[config.mk]
export PLATFORM = sky130hd
export DESIGN_NAME = des_spi_sequencer
export DESIGN_NICKNAME = d
export VERILOG_FILES = /design/src/rtl/des_pkg.sv /design/src/rtl/des_busy_timer.sv /design/src/rtl/des_spi_sequencer.sv
export SDC_FILE = /design/constraint.sdc
export NUM_CORES = 1
export LEC_CHECK = 0
export BUFFER_PORTS_ARGS = -buffer_cell sky130_fd_sc_hd__buf_2
export CORE_MARGIN = 4
export CORE_UTILIZATION = 33
export DETAILED_ROUTE_END_ITERATION = 10
export GPL_ROUTABILITY_DRIVEN = 1
export GPL_TIMING_DRIVEN = 1
export PLACE_DENSITY_LB_ADDON = 0.15
export SYNTH_ARGS = -nofsm -noshare
export SYNTH_HDL_FRONTEND = slang
export SYNTH_SLANG_ARGS = --single-unit
[constraint.sdc]
create_clock -name sclk -period 2.4 [get_ports sclk]
set_input_delay 0.48 -clock sclk [delete_from_list [all_inputs] [get_ports sclk]]
set_output_delay 0.48 -clock sclk [all_outputs]
set_load 0.02 [all_outputs]
[src/rtl/des_pkg.sv]
// Shared constants and state encoding for the DES SPI command sequencer.
package des_pkg;

  localparam logic [7:0] OP_LOAD_KEY = 8'h01;
  localparam logic [7:0] OP_ENCRYPT  = 8'h02;
  localparam logic [7:0] OP_DECRYPT  = 8'h03;
  localparam logic [7:0] OP_STATUS   = 8'h04;

  localparam logic [7:0] STATUS_TAG  = 8'hA5;

  typedef enum logic [1:0] {
    S_IDLE,
    S_WAIT_PAY,
    S_START,
    S_BUSY
  } seq_state_t;

endpackage

[src/rtl/des_busy_timer.sv]
// Watchdog counter for the BUSY wait on the DES core.
module des_busy_timer #(
  parameter int TIMEOUT = 64
) (
  input  logic sclk,
  input  logic rst,
  input  logic load,
  input  logic en,
  output logic expire
);

  localparam int TW = $clog2(TIMEOUT) + 1;

  logic [TW-1:0] cnt;

  always_ff @(posedge sclk or negedge rst) begin
    if (!rst) begin
      cnt <= '0;
    end else if (load) begin
      cnt <= '0;
    end else if (en) begin
      cnt <= cnt + TW'(1);
    end
  end

  assign expire = (cnt == TW'(TIMEOUT - 1));

endmodule

[src/rtl/des_spi_sequencer.sv]
// Two-frame SPI command decoder driving a DES core.
module des_spi_sequencer
  import des_pkg::*;
#(
  parameter int WORD_W  = 64,
  parameter int OP_W    = 8,
  parameter int TIMEOUT = 64
) (
  input  logic              sclk,
  input  logic              rst,
  input  logic              frame_vld,
  input  logic [WORD_W-1:0] rx_word,
  output logic [WORD_W-1:0] tx_word,
  output logic [WORD_W-1:0] des_key,
  output logic [WORD_W-1:0] des_din,
  output logic              des_decrypt,
  output logic              des_start,
  input  logic              des_done,
  input  logic [WORD_W-1:0] des_dout,
  output logic              busy,
  output logic              err
);

  seq_state_t state_q, state_d;

  logic [OP_W-1:0]   op_q, op_d, op_hdr;
  logic [WORD_W-1:0] tx_d, key_d, din_d, status_w;
  logic              dec_d;
  logic              kl_q, kl_d;
  logic              eop_q, eop_d;
  logic              eovr_q, eovr_d;
  logic              enk_q, enk_d;
  logic              eto_q, eto_d;
  logic              tmr_load, tmr_en, tmr_exp;

  assign op_hdr    = rx_word[WORD_W-1 -: OP_W];
  assign busy      = (state_q == S_START) || (state_q == S_BUSY);
  assign des_start = (state_q == S_START);

  assign status_w = {STATUS_TAG, {(WORD_W-13){1'b0}},
                     kl_q, busy, eto_q, enk_q, eop_q | eovr_q};

  des_busy_timer #(.TIMEOUT(TIMEOUT)) u_timer (
    .sclk   (sclk),
    .rst    (rst),
    .load   (tmr_load),
    .en     (tmr_en),
    .expire (tmr_exp)
  );

  always_comb begin
    state_d  = state_q;
    op_d     = op_q;
    tx_d     = tx_word;
    key_d    = des_key;
    din_d    = des_din;
    dec_d    = des_decrypt;
    kl_d     = kl_q;
    eop_d    = eop_q;
    eovr_d   = eovr_q;
    enk_d    = enk_q;
    eto_d    = eto_q;
    tmr_load = 1'b0;
    tmr_en   = 1'b0;
    unique case (state_q)
      S_IDLE: begin
        if (frame_vld) begin
          op_d = op_hdr;
          unique case (1'b1)
            (op_hdr == OP_W'(OP_STATUS)): begin
              tx_d   = status_w;
              eop_d  = 1'b0;
              eovr_d = 1'b0;
              enk_d  = 1'b0;
              eto_d  = 1'b0;
            end
            (op_hdr == OP_W'(OP_LOAD_KEY)),
            (op_hdr == OP_W'(OP_ENCRYPT)),
            (op_hdr == OP_W'(OP_DECRYPT)): begin
              state_d = S_WAIT_PAY;
            end
            default: eop_d = 1'b1;
          endcase
        end
      end
      S_WAIT_PAY: begin
        if (frame_vld) begin
          state_d = S_IDLE;
          if (op_q == OP_W'(OP_LOAD_KEY)) begin
            key_d = rx_word;
            kl_d  = 1'b1;
          end else if (kl_q) begin
            din_d   = rx_word;
            dec_d   = (op_q == OP_W'(OP_DECRYPT));
            state_d = S_START;
          end else begin
            enk_d = 1'b1;
          end
        end
      end
      S_START: begin
        tmr_load = 1'b1;
        state_d  = S_BUSY;
      end
      S_BUSY: begin
        // done takes priority over a coincident timeout
        if (des_done) begin
          tx_d    = des_dout;
          state_d = S_IDLE;
        end else if (tmr_exp) begin
          eto_d   = 1'b1;
          tx_d    = '0;
          state_d = S_IDLE;
        end else begin
          tmr_en = 1'b1;
        end
      end
      default: state_d = S_IDLE;
    endcase
    if (busy && frame_vld) begin
      eovr_d = 1'b1;
    end
  end

  always_ff @(posedge sclk or negedge rst) begin
    if (!rst) begin
      state_q     <= S_IDLE;
      op_q        <= '0;
      tx_word     <= '0;
      des_key     <= '0;
      des_din     <= '0;
      des_decrypt <= 1'b0;
      kl_q        <= 1'b0;
      eop_q       <= 1'b0;
      eovr_q      <= 1'b0;
      enk_q       <= 1'b0;
      eto_q       <= 1'b0;
      err         <= 1'b0;
    end else begin
      state_q     <= state_d;
      op_q        <= op_d;
      tx_word     <= tx_d;
      des_key     <= key_d;
      des_din     <= din_d;
      des_decrypt <= dec_d;
      kl_q        <= kl_d;
      eop_q       <= eop_d;
      eovr_q      <= eovr_d;
      enk_q       <= enk_d;
      eto_q       <= eto_d;
      err         <= eop_d | eovr_d | enk_d | eto_d;
    end
  end

endmodule
== After elaboration in Yosys (flattened, before gate mapping) ==
Cells that the tools add are included.

* Add/subtract/negate cells: 1
* Equal/unequal tests: 15
* Mux-type cells: 37
* Bitwise operators: 5
* Reduce and logical (&&, ||, !) cells: 11

{| class="wikitable"
|+ Operators by type and width
! kind !! count
|-
| $mux W64 || 4
|-
| $pmux W64 S2 || 1
|-
| $eq A8 B2 Y1 const B || 3
|-
| $mux W1 || 19
|-
| $eq A8 B1 Y1 const B || 2
|-
| $mux W2 || 7
|-
| $mux W7 || 2
|-
| $reduce_and A4 Y1 || 3
|-
| $eq A8 B3 Y1 const B || 1
|-
| $pmux W2 S4 || 1
|-
| $add A7 B1 Y7 const B || 1
|-
| $eq A7 B6 Y1 const B || 1
|-
| $ne A2 B2 Y1 const B || 3
|-
| $pmux W1 S2 || 3
|-
| $eq A2 B2 Y1 const B || 2
|-
| $or A1 B1 Y1 || 4
|-
| $reduce_bool A2 Y1 || 2
|-
| $ne A3 B3 Y1 const B || 1
|-
| $reduce_and A3 Y1 || 1
|-
| $reduce_or A3 Y1 || 1
|-
| $eq A2 B1 Y1 const B || 1
|-
| $logic_not A2 Y1 || 1
|-
| $ne A2 B1 Y1 const B || 1
|-
| $reduce_and A2 Y1 || 1
|-
| other kinds (3) || 3
|}

* Register bits: 216
* Input port bits: 132
* Output and inout bits: 196
* Word-level logic and storage cells: 82

== Logic depth before layout (Yosys ltp) ==
Gate-level depths: netlist of the first run.

* Word-level depth: 8
* Gate-level depth with buffers: 7
* Mapped depth without buffers: 6

== Modules after synthesis ==
Synthesis of the first run repeated with hierarchy kept, for this count alone.

* Cell total of the unflattened synthesis: 655
* Area total of the unflattened synthesis: 8816.0 um^2

{| class="wikitable"
|+ By module, submodules not included
! module !! instances !! cells an instance !! area an instance (um^2) !! seq. area each (um^2)
|-
| des_spi_sequencer || 1 || 625 || 8491.9 || 5230.0
|-
| des_busy_timer || 1 || 30 || 324.1 || 175.2
|}

== Worst setup path after synthesis of the first run ==
No wires, ideal clock.

* Path type: input to register
* Start: input rx_word[56]
* End: register err
* Library setup time: 0.139 ns
* Arrival: 2.104 ns
* Required time: 2.261 ns
* Path slack: 0.157 ns
* Stages on the path: 4
* Path buffers: 0
* Path through: or4_4 > o31a_1 > o32a_1 > or4_4

* Elaborated cells between the ends (all ways): 21
* Those cells by class: eq/ne: 4; mux: 13; bitwise: 3; reduce/logical: 1

{| class="wikitable"
|+ RTL lines
! what !! line !! source
|-
| from (decl) || des_spi_sequencer.sv:12 || <nowiki>input logic [WORD_W-1:0] rx_word,</nowiki>
|-
| $eq A8 B3 Y1 || des_spi_sequencer.sv:70 || <nowiki>(op_hdr == OP_W'(OP_STATUS)): begin</nowiki>
|-
| $mux W1 || des_spi_sequencer.sv:69 || <nowiki>unique case (1'b1)</nowiki>
|-
| $mux W1 || des_spi_sequencer.sv:67 || <nowiki>if (frame_vld) begin</nowiki>
|-
| $pmux W1 S2 || des_spi_sequencer.sv:65 || <nowiki>unique case (state_q)</nowiki>
|-
| named net eto_d || des_spi_sequencer.sv:33 || <nowiki>logic eto_q, eto_d;</nowiki>
|-
| $or A1 B1 Y1 || des_spi_sequencer.sv:151 || <nowiki>err <= eop_d | eovr_d | enk_d | eto_d;</nowiki>
|-
| to (signal assigned) || des_spi_sequencer.sv:151 ||
|-
| to (decl) || des_spi_sequencer.sv:21 || <nowiki>output logic err</nowiki>
|}

The timed path passes the listed nets, and every way through them passes these cells.
A chain may end at the register's enable or synchronous reset.

== Final worst setup path of the first run ==
* Start: register state_q[0]
* End: output busy

* Cells in the longest elaborated chain, start to end: 2
* Elaborated cells between the ends (all ways): 3
* Those cells by class: eq/ne: 2; reduce/logical: 1

{| class="wikitable"
|+ RTL lines
! what !! line !! source
|-
| from (decl) || des_spi_sequencer.sv:24 || <nowiki>seq_state_t state_q, state_d;</nowiki>
|-
| from (signal assigned) || des_spi_sequencer.sv:140 || <nowiki>state_q <= state_d;</nowiki>
|-
| $eq A2 B2 Y1 || des_spi_sequencer.sv:37 || <nowiki>assign busy = (state_q == S_START) || (state_q == S_BUSY);</nowiki>
|-
| $logic_or A1 B1 Y1 * || des_spi_sequencer.sv:37 ||
|-
| to (decl) || des_spi_sequencer.sv:20 || <nowiki>output logic busy,</nowiki>
|}

Mark *: on every way between the ends. The rest lies on a longest branch, timed or not.

==> impl_metrics.json, run 1 <==
{
  "hold_viol_final": 0,
  "vdd_drop_max_uv": 753.4,
  "yosys-top-cells-area": "dfrtp_1, mux2_2, a22o_1, clkbuf_1, ha_1",
  "drtAntennaViolNets": 0,
  "period_minus_slack_ps": 2217,
  "crit_fanout": 5,
  "path_class": "reg2out",
  "drt_iter0_markers": 298,
  "synth_fp_nets": 682,
  "instances_no_fill": 1244,
  "avgRoutedWirePerCell_um": 18.26,
  "grt_pass1_vias": 6170,
  "synth_flop_cell": "dfrtp_1",
  "cts_resized": 0,
  "gp_congestion": 0.7979,
  "met1_usage": 0.2041,
  "synth_top_family_by_area": "multiplexers",
  "cts.sinks": 216,
  "ys_types": 42,
  "avgViaCountPerCell": 4.764,
  "synth-compound-area-share": 0.07912,
  "grt_first_pass_wirelength_mm": 35.94,
  "cts_max_level": 1,
  "syn_area_per_cell_um2": 15.18,
  "synthesis.area_um2": 8270,
  "area_growth_pct": 38.94,
  "p_per_area_nw_per_um2": 1283,
  "p_leak_nw": 6.024,
  "die_w_um": 166.3,
  "slew_headroom": 0.5602,
  "num-nets-final": 1038,
  "layout_worst_path_cycle_share": 0.9238,
  "crit_slowest_cell": "dfrtp_1",
  "cp_slowest_stage_delay_ps": 420,
  "synth-async-reset-ratio": 1.000,
  "ys_seq_elements": 216,
  "worstMarginPinSlew_ps": 657.3,
  "grt_use_met2": 0.2523,
  "cts.path.max_buffers": 3,
  "dp_cells": 1196,
  "grt_max_degree": 66,
  "cp_top_family": "flip-flops",
  "ys_seq_area_frac": 0.6536,
  "crit_chain": "ha_1 -> or2_2 -> buf_2",
  "rows": 57,
  "end_kind": "output pin",
  "place_area_um2": 10520,
  "cts_tree": "yes",
  "cts-root-buf": "clkbuf_16",
  "yosys.cell_count.top_type": "dfrtp_1",
  "synth_top_area_frac": 0.6536,
  "rsz0062_at_grt": "no",
  "syn_inst": 545,
  "drc": 0,
  "synth-xor-area-share": 0.004236,
  "power_mw": 14.74,
  "setup_ws_ps": 182.8,
  "path_clk_slew_ps": 60,
  "synthAdderAreaFrac": 0.007564,
  "setup_viol": 0,
  "core_area_um2": 24460,
  "grt_antenna_before_repair": 3,
  "outcome": "complete, no violations",
  "fin_area_um2": 11490,
  "cap_violations": 0,
  "cts_buffers": 26,
  "critPathRequiredTime_ps": 1920,
  "yosys.area_share.simple": 0.03419,
  "fmax_mhz": 451.0,
  "vias": 5927,
  "grt_use_total": 0.1588,
  "crit_buf_inv": 1,
  "dp_slack_ps": -113.5,
  "grt-ovfl-total": 0,
  "portBuffers": 327,
  "start_util": 0.3381,
  "io_pins": 328,
  "busiest_layer": "met2",
  "die_h_um": 166.3,
  "yosysWarningCount": 0,
  "synth_mux_area_frac": 0.2012,
  "wl_mm": 22.71,
  "drive_gt1_frac": 0.6039,
  "clk_latency_ps": 530,
  "final_max_slew_viol_count": 0,
  "holdWs_ps": 176.8,
  "synth_top_area_cell": "dfrtp_1",
  "final.setup_skew_ps": 8.071,
  "grtUsageMet3": 0.06832,
  "arrival_ps": 1740,
  "drt-pass1-iter-count": 4,
  "min_path_type": "in2reg",
  "hpwl_mm": 16.17,
  "cp-start-kind": "register",
  "dieArea_um2": 27660,
  "synthTopCellsByCount": "dfrtp_1, mux2_2, a22o_1",
  "synth_edf_count": 0
}
-- what timing repair did --
action / 4_1_cts / 5_1_grt
setup buffers: 0 / 0
hold buffers: 1 / 0
hold endpoints to repair: 46 / 0
-- routing by layer --
metal | vias to the layer above | share of wire
met5 | - | 0.0023
met4 | 6 | 0.021
met3 | 35 | 0.11
met2 | 272 | 0.45
met1 | 2907 | 0.41
li1 | 2707 | -
-- through the flow --
stage,util,TNS [ps]
4_1_cts,0.4696,0
5_1_grt,0.4696,0
2_1_floorplan,-,0
3_5_place_dp,0.4302,-113.5
6_report,0.4697,0
3_3_place_gp,0.4302,-104.7
-- placed cells by master (no fill, tap or decap), types with 2 or more instances in the layout --
| cell type | synthesis | final |
|---|---|---|
| xor2_1 | 4 | 4 |
| nor2b_1 | 2 | 2 |
| clkbuf_16 | 0 | 26 |
| or2_2 | 2 | 2 |
| nand4_1 | 3 | 3 |
| ha_1 | 5 | 5 |
| nand2_1 | 13 | 13 |
| nor4_1 | 4 | 4 |
| clkbuf_8 | 1 | 8 |
| a21oi_1 | 2 | 2 |
| o21ai_0 | 6 | 6 |
| bufinv_16 | 0 | 5 |
| mux2_2 | 146 | 146 |
| nor2_1 | 8 | 8 |
| mux2i_1 | 2 | 2 |
| buf_4 | 0 | 24 |
| a31oi_1 | 2 | 2 |
| dfrtp_1 | 216 | 216 |
| or4_4 | 2 | 2 |
| buf_2 | 5 | 326 |
| a22o_1 | 55 | 55 |
| inv_1 | 10 | 10 |
| and3_1 | 2 | 2 |
| or3_1 | 2 | 2 |
| clkinv_2 | 0 | 2 |
| clkbuf_1 | 24 | 3 |
| nand3_1 | 7 | 7 |
| o21bai_1 | 2 | 2 |
| buf_12 | 0 | 6 |
-- kinds of logic after synthesis --
family | after synthesis
and+or+nand+nor | 52
buffers and inverters | 40
DFF | 216
AOI/OAI and AO/OA | 80
muxes | 148
adders and majority gates | 5
xor gates and xnor gates | 4
-- sequential cells by signal (all words and copies together) (netlist names), named ones only --
name,cells
eop_q,1
op_q,8
tx_word,64
state_q,1
eto_q,1
u_timer.cnt,7
err,1
enk_q,1
eovr_q,1
des_din,64
des_decrypt,1
kl_q,1
des_key,64
-- final timing paths --
check / start / end / slack [ps] / cells past startpoint
max: state_q[0] / busy / 180 / 3
min: des_dout[25] / tx_word[25] / 180 / 2
max reg2reg: state_q[0] / tx_word[56] / 250 / 7
max in group asynchronous: rst / des_key[7] / 1210 / 3
min reg2reg: tx_word[34] / tx_word[34] / 490 / 1
min in group asynchronous: rst / tx_word[25] / 450 / 2
-- where the power goes --
part	total (mW)	switching, mW	internal, mW	leakage [nW]
registers	5.43	0.610	4.82	2.75
logic	5.02	2.90	2.13	2.81
clock network	4.29	1.52	2.76	0.467
total	14.7	5.03	9.71	6.02
-- area by class of cell --
type,count,area [um2]
Antenna cell,1,2.502
Clock buffer,37,772.0
Clock inverter,9,183.9
Fill cell,2221,12970
Inverter,10,37.54
Multi-Input combinational cell,289,2728
Sequential cell,216,5405
Tap cell,324,405.4
Timing Repair Buffer,358,1957
(Power assumes the default switching activity.)
==> run 2: changes to the inputs <==
--- a/config.mk
+++ b/config.mk
@@ -14,4 +14,5 @@
 export PLACE_DENSITY_LB_ADDON = 0.15
 export SYNTH_ARGS = -nofsm -noshare
 export SYNTH_HDL_FRONTEND = slang
+export SYNTH_HIERARCHICAL = 1
 export SYNTH_SLANG_ARGS = --single-unit
==> impl_metrics.json, run 2 <==
{
  "io_pins": 328,
  "synth-async-reset-ratio": 1.000,
  "layout_commonest_cell": "buf_2",
  "outcome": "complete, no violations",
  "num-nets-final": 1140,
  "cts_buffers": 25,
  "cts.sinks": 216,
  "final.setup_skew_ps": 10.56,
  "syn_area_per_cell_um2": 13.46,
  "start_util": 0.3364,
  "final_cell_mix": "buf_2, dfrtp_1, mux2_2",
  "hpwl_mm": 17.13,
  "vdd_drop_max_uv": 735.1,
  "synthesis.area_um2": 8816,
  "end_kind": "register",
  "hold_viol_final": 0,
  "rows": 59,
  "drt_iter0_markers": 250,
  "grt_max_degree": 63,
  "hold_end": "des_key[55]",
  "reg2reg_slack_ps": 260,
  "cp-start-kind": "register",
  "layout_worst_path_cycle_share": 0.8934,
  "postCtsSetupBuffers": 0,
  "worstMarginPinSlew_ps": 481.5,
  "vias": 6183,
  "tns_ps": 0,
  "grt_use_total": 0.1528,
  "yosysWarningCount": 6,
  "pwr-share-comb": 0.377,
  "seq_area_um2": 5405,
  "die_w_um": 171.4,
  "p_int_mw": 9.695,
  "min_path_type": "in2reg",
  "portBuffers": 327,
  "die_h_um": 171.4,
  "grt_antenna_before_repair": 3,
  "worst_r2r_startpoint": "state_q[0]",
  "reg2reg_to": "err",
  "path_clk_slew_ps": 60,
  "antenna_cells": 0,
  "grt-ovfl-total": 0,
  "drtAntennaViolNets": 0,
  "avgViaCountPerCell": 4.560,
  "cts_hold_buf": 1,
  "holdPathStages": 2,
  "cts_resized": 0,
  "p_sw_mw": 5.591,
  "clock_power_share": 0.254,
  "seqPwrFrac": 0.370,
  "setup_viol": 0,
  "cts-root-buf": "clkbuf_16",
  "synthTopCellsByCount": "dfrtp_1, mux2_2, nand2_1",
  "yosys.cell_count.top_type": "dfrtp_1",
  "final_max_slew_viol_count": 0,
  "dieArea_um2": 29390,
  "drc": 0,
  "crit_fanout": 9,
  "ys_seq_elements": 216,
  "fillers": 2505,
  "drive_gt1_frac": 0.4858,
  "area_growth_pct": 34.62,
  "cts_tree": "yes",
  "multi_input_area_um2": 3012,
  "synth_top_area_cell": "dfrtp_1",
  "rsz0062_at_grt": "no",
  "wl_mm": 23.33,
  "cts.path.max_buffers": 3,
  "critPathRequiredTime_ps": 2780,
  "p_leak_nw": 6.060,
  "avgRoutedWirePerCell_um": 17.21,
  "swShare": 0.3658,
  "cts_max_level": 1,
  "drt-pass1-iter-count": 4,
  "arrival_ps": 2520,
  "ys_seq_area_frac": 0.6131,
  "grt_pass1_vias": 6416,
  "synth_flop_cell": "dfrtp_1",
  "p_per_area_nw_per_um2": 1288,
  "fmax_mhz": 466.4,
  "yosys-top-cells-area": "dfrtp_1, mux2_2, mux2_1, mux2i_1, nand2_1",
  "period_minus_slack_ps": 2144,
  "path_class": "reg2reg",
  "slew_headroom": 0.6790,
  "core_area_um2": 26210,
  "syn_inst": 655,
  "clk_latency_ps": 510,
  "ys_types": 40,
  "setup_ws_ps": 255.7,
  "rr_worst_depth": 6,
  "hp-start": "rx_word[55]",
  "dp_slack_ps": 171.9,
  "gp_congestion": 0.7821,
  "synth_top_area_frac": 0.6131,
  "grt_first_pass_wirelength_mm": 36.14,
  "cap_violations": 0,
  "synth_fp_nets": 792,
  "synth_edf_count": 0,
  "reg.largest.list": "des_din x64, des_key x64, tx_word x64"
}
run 2: worst max-delay path, stage by stage, from the launching register on:
cell,delay [ps]
dfrtp_1,400
inv_1,120
ha_1,200
and2_4,220
nand4_2,210
a221o_1,360
or4_4,500
run 2: per-stage QoR:
step                  util  instance area (um2)  hold WS (ps)  power (mW)  instances
detailed placement  0.4198                11000         460.7       11.57       1310
global placement    0.4198                11000         461.8       11.49       1310
global route        0.4529                11870         166.6       16.24       1356
finish              0.4529                11870         187.2       15.29       1356
floorplan                -                 8816         184.4       9.266        655
CTS                 0.4529                11870         159.4       15.56       1356
run 2: how the worst max path moves through the flow:
stage | from | end | slack, ps | cells after the start
final | state_q[0] | err | 260 | 6
after global routing | state_q[0] | tx_word[38] | 120 | 8
after CTS | state_q[0] | busy | 220 | 4
after detailed placement | rx_word[59] | err | 170 | 5
after global placement | rx_word[59] | err | 170 | 5
after floorplan | u_timer/cnt[0] | tx_word[1] | 150 | 7
run 2: cell families after synthesis:
family                   count (synthesis)  synth area share
multiplexers                           203            0.2511
AO/OA/AOI/OAI                           22           0.01504
adder cells (fa/ha/maj)                  5          0.007096
AND/OR/NAND/NOR                        113           0.06089
flip-flops                             216            0.6131
buffers and inverters                   92           0.04882
XOR/XNOR                                 4          0.003975
run 2: final cells by class:
type / instances / share of cell area
well taps: 335 / 0.03532
inverters: 62 / 0.01961
multi-input cells: 347 / 0.2538
repair buffers: 351 / 0.1636
clock inverters: 10 / 0.008751
clock buffers: 35 / 0.06347
flip-flops and latches: 216 / 0.4555
run 2: power by group through the flow:
stage,logic (mW),clock network [mW],registers [mW]
floorplan,2.06,0,7.21
global placement,5.81,0,5.68
detailed placement,5.85,0,5.72
CTS,5.87,4.01,5.67
global route,6.23,4.18,5.83
finish,5.76,3.88,5.65
run 2: layer usage:
| metal | global-route usage | part of all wire | vias up |
|---|---|---|---|
| li1 | - | - | 2892 |
| met2 | 0.2431 | 0.44 | 264 |
| met3 | 0.06849 | 0.11 | 30 |
| met1 | 0.1957 | 0.43 | 2991 |
| met4 | 0.02859 | 0.017 | 6 |
| met5 | 0 | 0.0015 | - |
==> run 3: changes to the inputs <==
--- a/config.mk
+++ b/config.mk
@@ -7,7 +7,7 @@
 export LEC_CHECK = 0
 export BUFFER_PORTS_ARGS = -buffer_cell sky130_fd_sc_hd__buf_2
 export CORE_MARGIN = 4
-export CORE_UTILIZATION = 33
+export CORE_UTILIZATION = 49
 export DETAILED_ROUTE_END_ITERATION = 10
 export GPL_ROUTABILITY_DRIVEN = 1
 export GPL_TIMING_DRIVEN = 1
==> constraint.sdc (replaced) <==
create_clock -name sclk -period 2 [get_ports sclk]
set_input_delay 0.4 -clock sclk [delete_from_list [all_inputs] [get_ports sclk]]
set_output_delay 0.4 -clock sclk [all_outputs]
set_load 0.02 [all_outputs]
==> impl_metrics.json, run 3 (synthesized netlist as in run 2, its figures left out) <==
{
  "outcome": "complete, no violations",
  "p_leak_nw": 6.224,
  "multi_input_area_um2": 3105,
  "final.setup_skew_ps": 17.78,
  "cp-start-kind": "register",
  "reg.largest.list": "des_din x64, des_key x64, tx_word x64",
  "die_w_um": 142.1,
  "cts.sinks": 216,
  "endpoint": "busy",
  "die_h_um": 142.1,
  "avgViaCountPerCell": 4.948,
  "drt-met1-wl_mm": 8.858,
  "cts_max_level": 1,
  "hold_viol_final": 0,
  "cap_violations": 0,
  "crit_path_start": "state_q[0]",
  "grt_antenna_before_repair": 1,
  "top_layer": "met5",
  "dieArea_um2": 20200,
  "vdd_drop_max_uv": 906.1,
  "arrival_ps": 1600,
  "fillers": 1304,
  "layout_worst_path_cycle_share": 0.9985,
  "cts.path.max_buffers": 3,
  "setup_ws_ps": 2.997,
  "drive_gt1_frac": 0.5100,
  "layout_commonest_cell": "buf_2",
  "power_mw": 18.47,
  "final_max_slew_viol_count": 0,
  "seq_area_um2": 5405,
  "grt-ovfl-total": 0,
  "reg2reg_slack_ps": 40,
  "worstMarginPinSlew_ps": 504.2,
  "rr_worst_depth": 9,
  "hpwl_mm": 15.95,
  "vias": 6289,
  "io_pins": 328,
  "rows": 48,
  "grt_pass1_vias": 6692,
  "p_per_area_nw_per_um2": 1527,
  "grt_use_total": 0.2107,
  "clk_latency_ps": 500,
  "cts-root-buf": "clkbuf_16",
  "min_path_type": "in2reg",
  "grt_max_degree": 74,
  "dp_cells": 1212,
  "wl_met2_mm": 11.30,
  "wl_met3_mm": 1.872,
  "drc": 0,
  "worst_r2r_startpoint": "state_q[0]",
  "start_util": 0.5044,
  "holdWs_ps": 113.4,
  "drt-pass1-iter-count": 4,
  "period_minus_slack_ps": 1997,
  "crit_fanout": 3,
  "instances_no_fill": 1271,
  "path_class": "reg2out",
  "dp_slack_ps": -86.21,
  "tns_ps": 0,
  "cts_buffers": 23,
  "gp_congestion": 0.8057,
  "drtAntennaViolNets": 0,
  "core_area_um2": 17480,
  "area_growth_pct": 37.21,
  "rsz0062_at_grt": "yes",
  "fmax_mhz": 500.8,
  "slew_headroom": 0.6630,
  "setup_viol": 0,
  "end_kind": "output pin",
  "avgRoutedWirePerCell_um": 17.84,
  "wl_mm": 22.67,
  "final_cell_mix": "buf_2, dfrtp_1, mux2_2",
  "portBuffers": 327,
  "reg2reg_to": "tx_word[30]",
  "drt_iter0_markers": 191,
  "num-nets-final": 1168,
  "hp-start": "rx_word[49]",
  "cts_tree": "yes",
  "grt_first_pass_wirelength_mm": 34.75,
  "critPathRequiredTime_ps": 1600,
  "path_clk_slew_ps": 60
}
run 3: cell types whose count changed in the layout (fill, tap and decap cells not counted), sizes merged:
| cell | change |
|---|---|
| clkbuf | +4 |
| buf | +23 |
| clkinvlp | +1 |
| diode | +1 |
| bufinv | -2 |
| clkinv | -2 |
run 3: report_power, final:
group          switching, mW  total, mW  internal, mW
clock network           1.65       3.98          2.32
logic                   4.29       7.66          3.37
registers              0.865       6.84          5.97
run 3: timing repair:
action                                  4_1_cts  5_1_grt
endpoints found under the hold margin        19        0
buffers inserted                              2        8
gates resized for setup                       4       27
hold buffers                                  1        0
gates cloned                                  0        8
endpoints found under the setup margin        1      141
pin swaps                                     1        5
run 3: how the worst min path moves through the flow:
stage / end / slack [ps] / cells past startpoint
floorplan: async pin / 100 / 0
global placement: des_key[29] / 290 / 1
detailed placement: des_key[29] / 290 / 1
CTS: des_key[49] / 90 / 2
global route: des_key[26] / 110 / 2
finish: des_key[49] / 110 / 2
run 3: layout make-up:
| class | instances | share of cell area |
|---|---|---|
| well taps | 225 | 0.02327 |
| clock inverters | 7 | 0.003413 |
| multi-input cells | 347 | 0.2567 |
| inverters | 62 | 0.01924 |
| repair buffers | 381 | 0.1950 |
| diodes | 1 | 0.0002069 |
| flip-flops and latches | 216 | 0.4468 |
| clock buffers | 32 | 0.05534 |
run 3: critical path, cell delays in order, from the launching register on:
cell	delay [ps]
dfrtp_1	400
buf_4	140
ha_2	170
or2_4	260
buf_6	130
run 3: routing by layer:
layer  up-vias  track usage
met1      3068       0.2558
met5         -            0
met4         2      0.06414
li1       2948            -
met3        50      0.06620
met2       221       0.3612
run 3: metrics by stage:
stage               utilization  cell area (um2)
finish                   0.6922            12100
global route             0.6920            12090
CTS                      0.6720            11740
detailed placement       0.6292            11000
global placement         0.6292            11000
floorplan                     -             8840
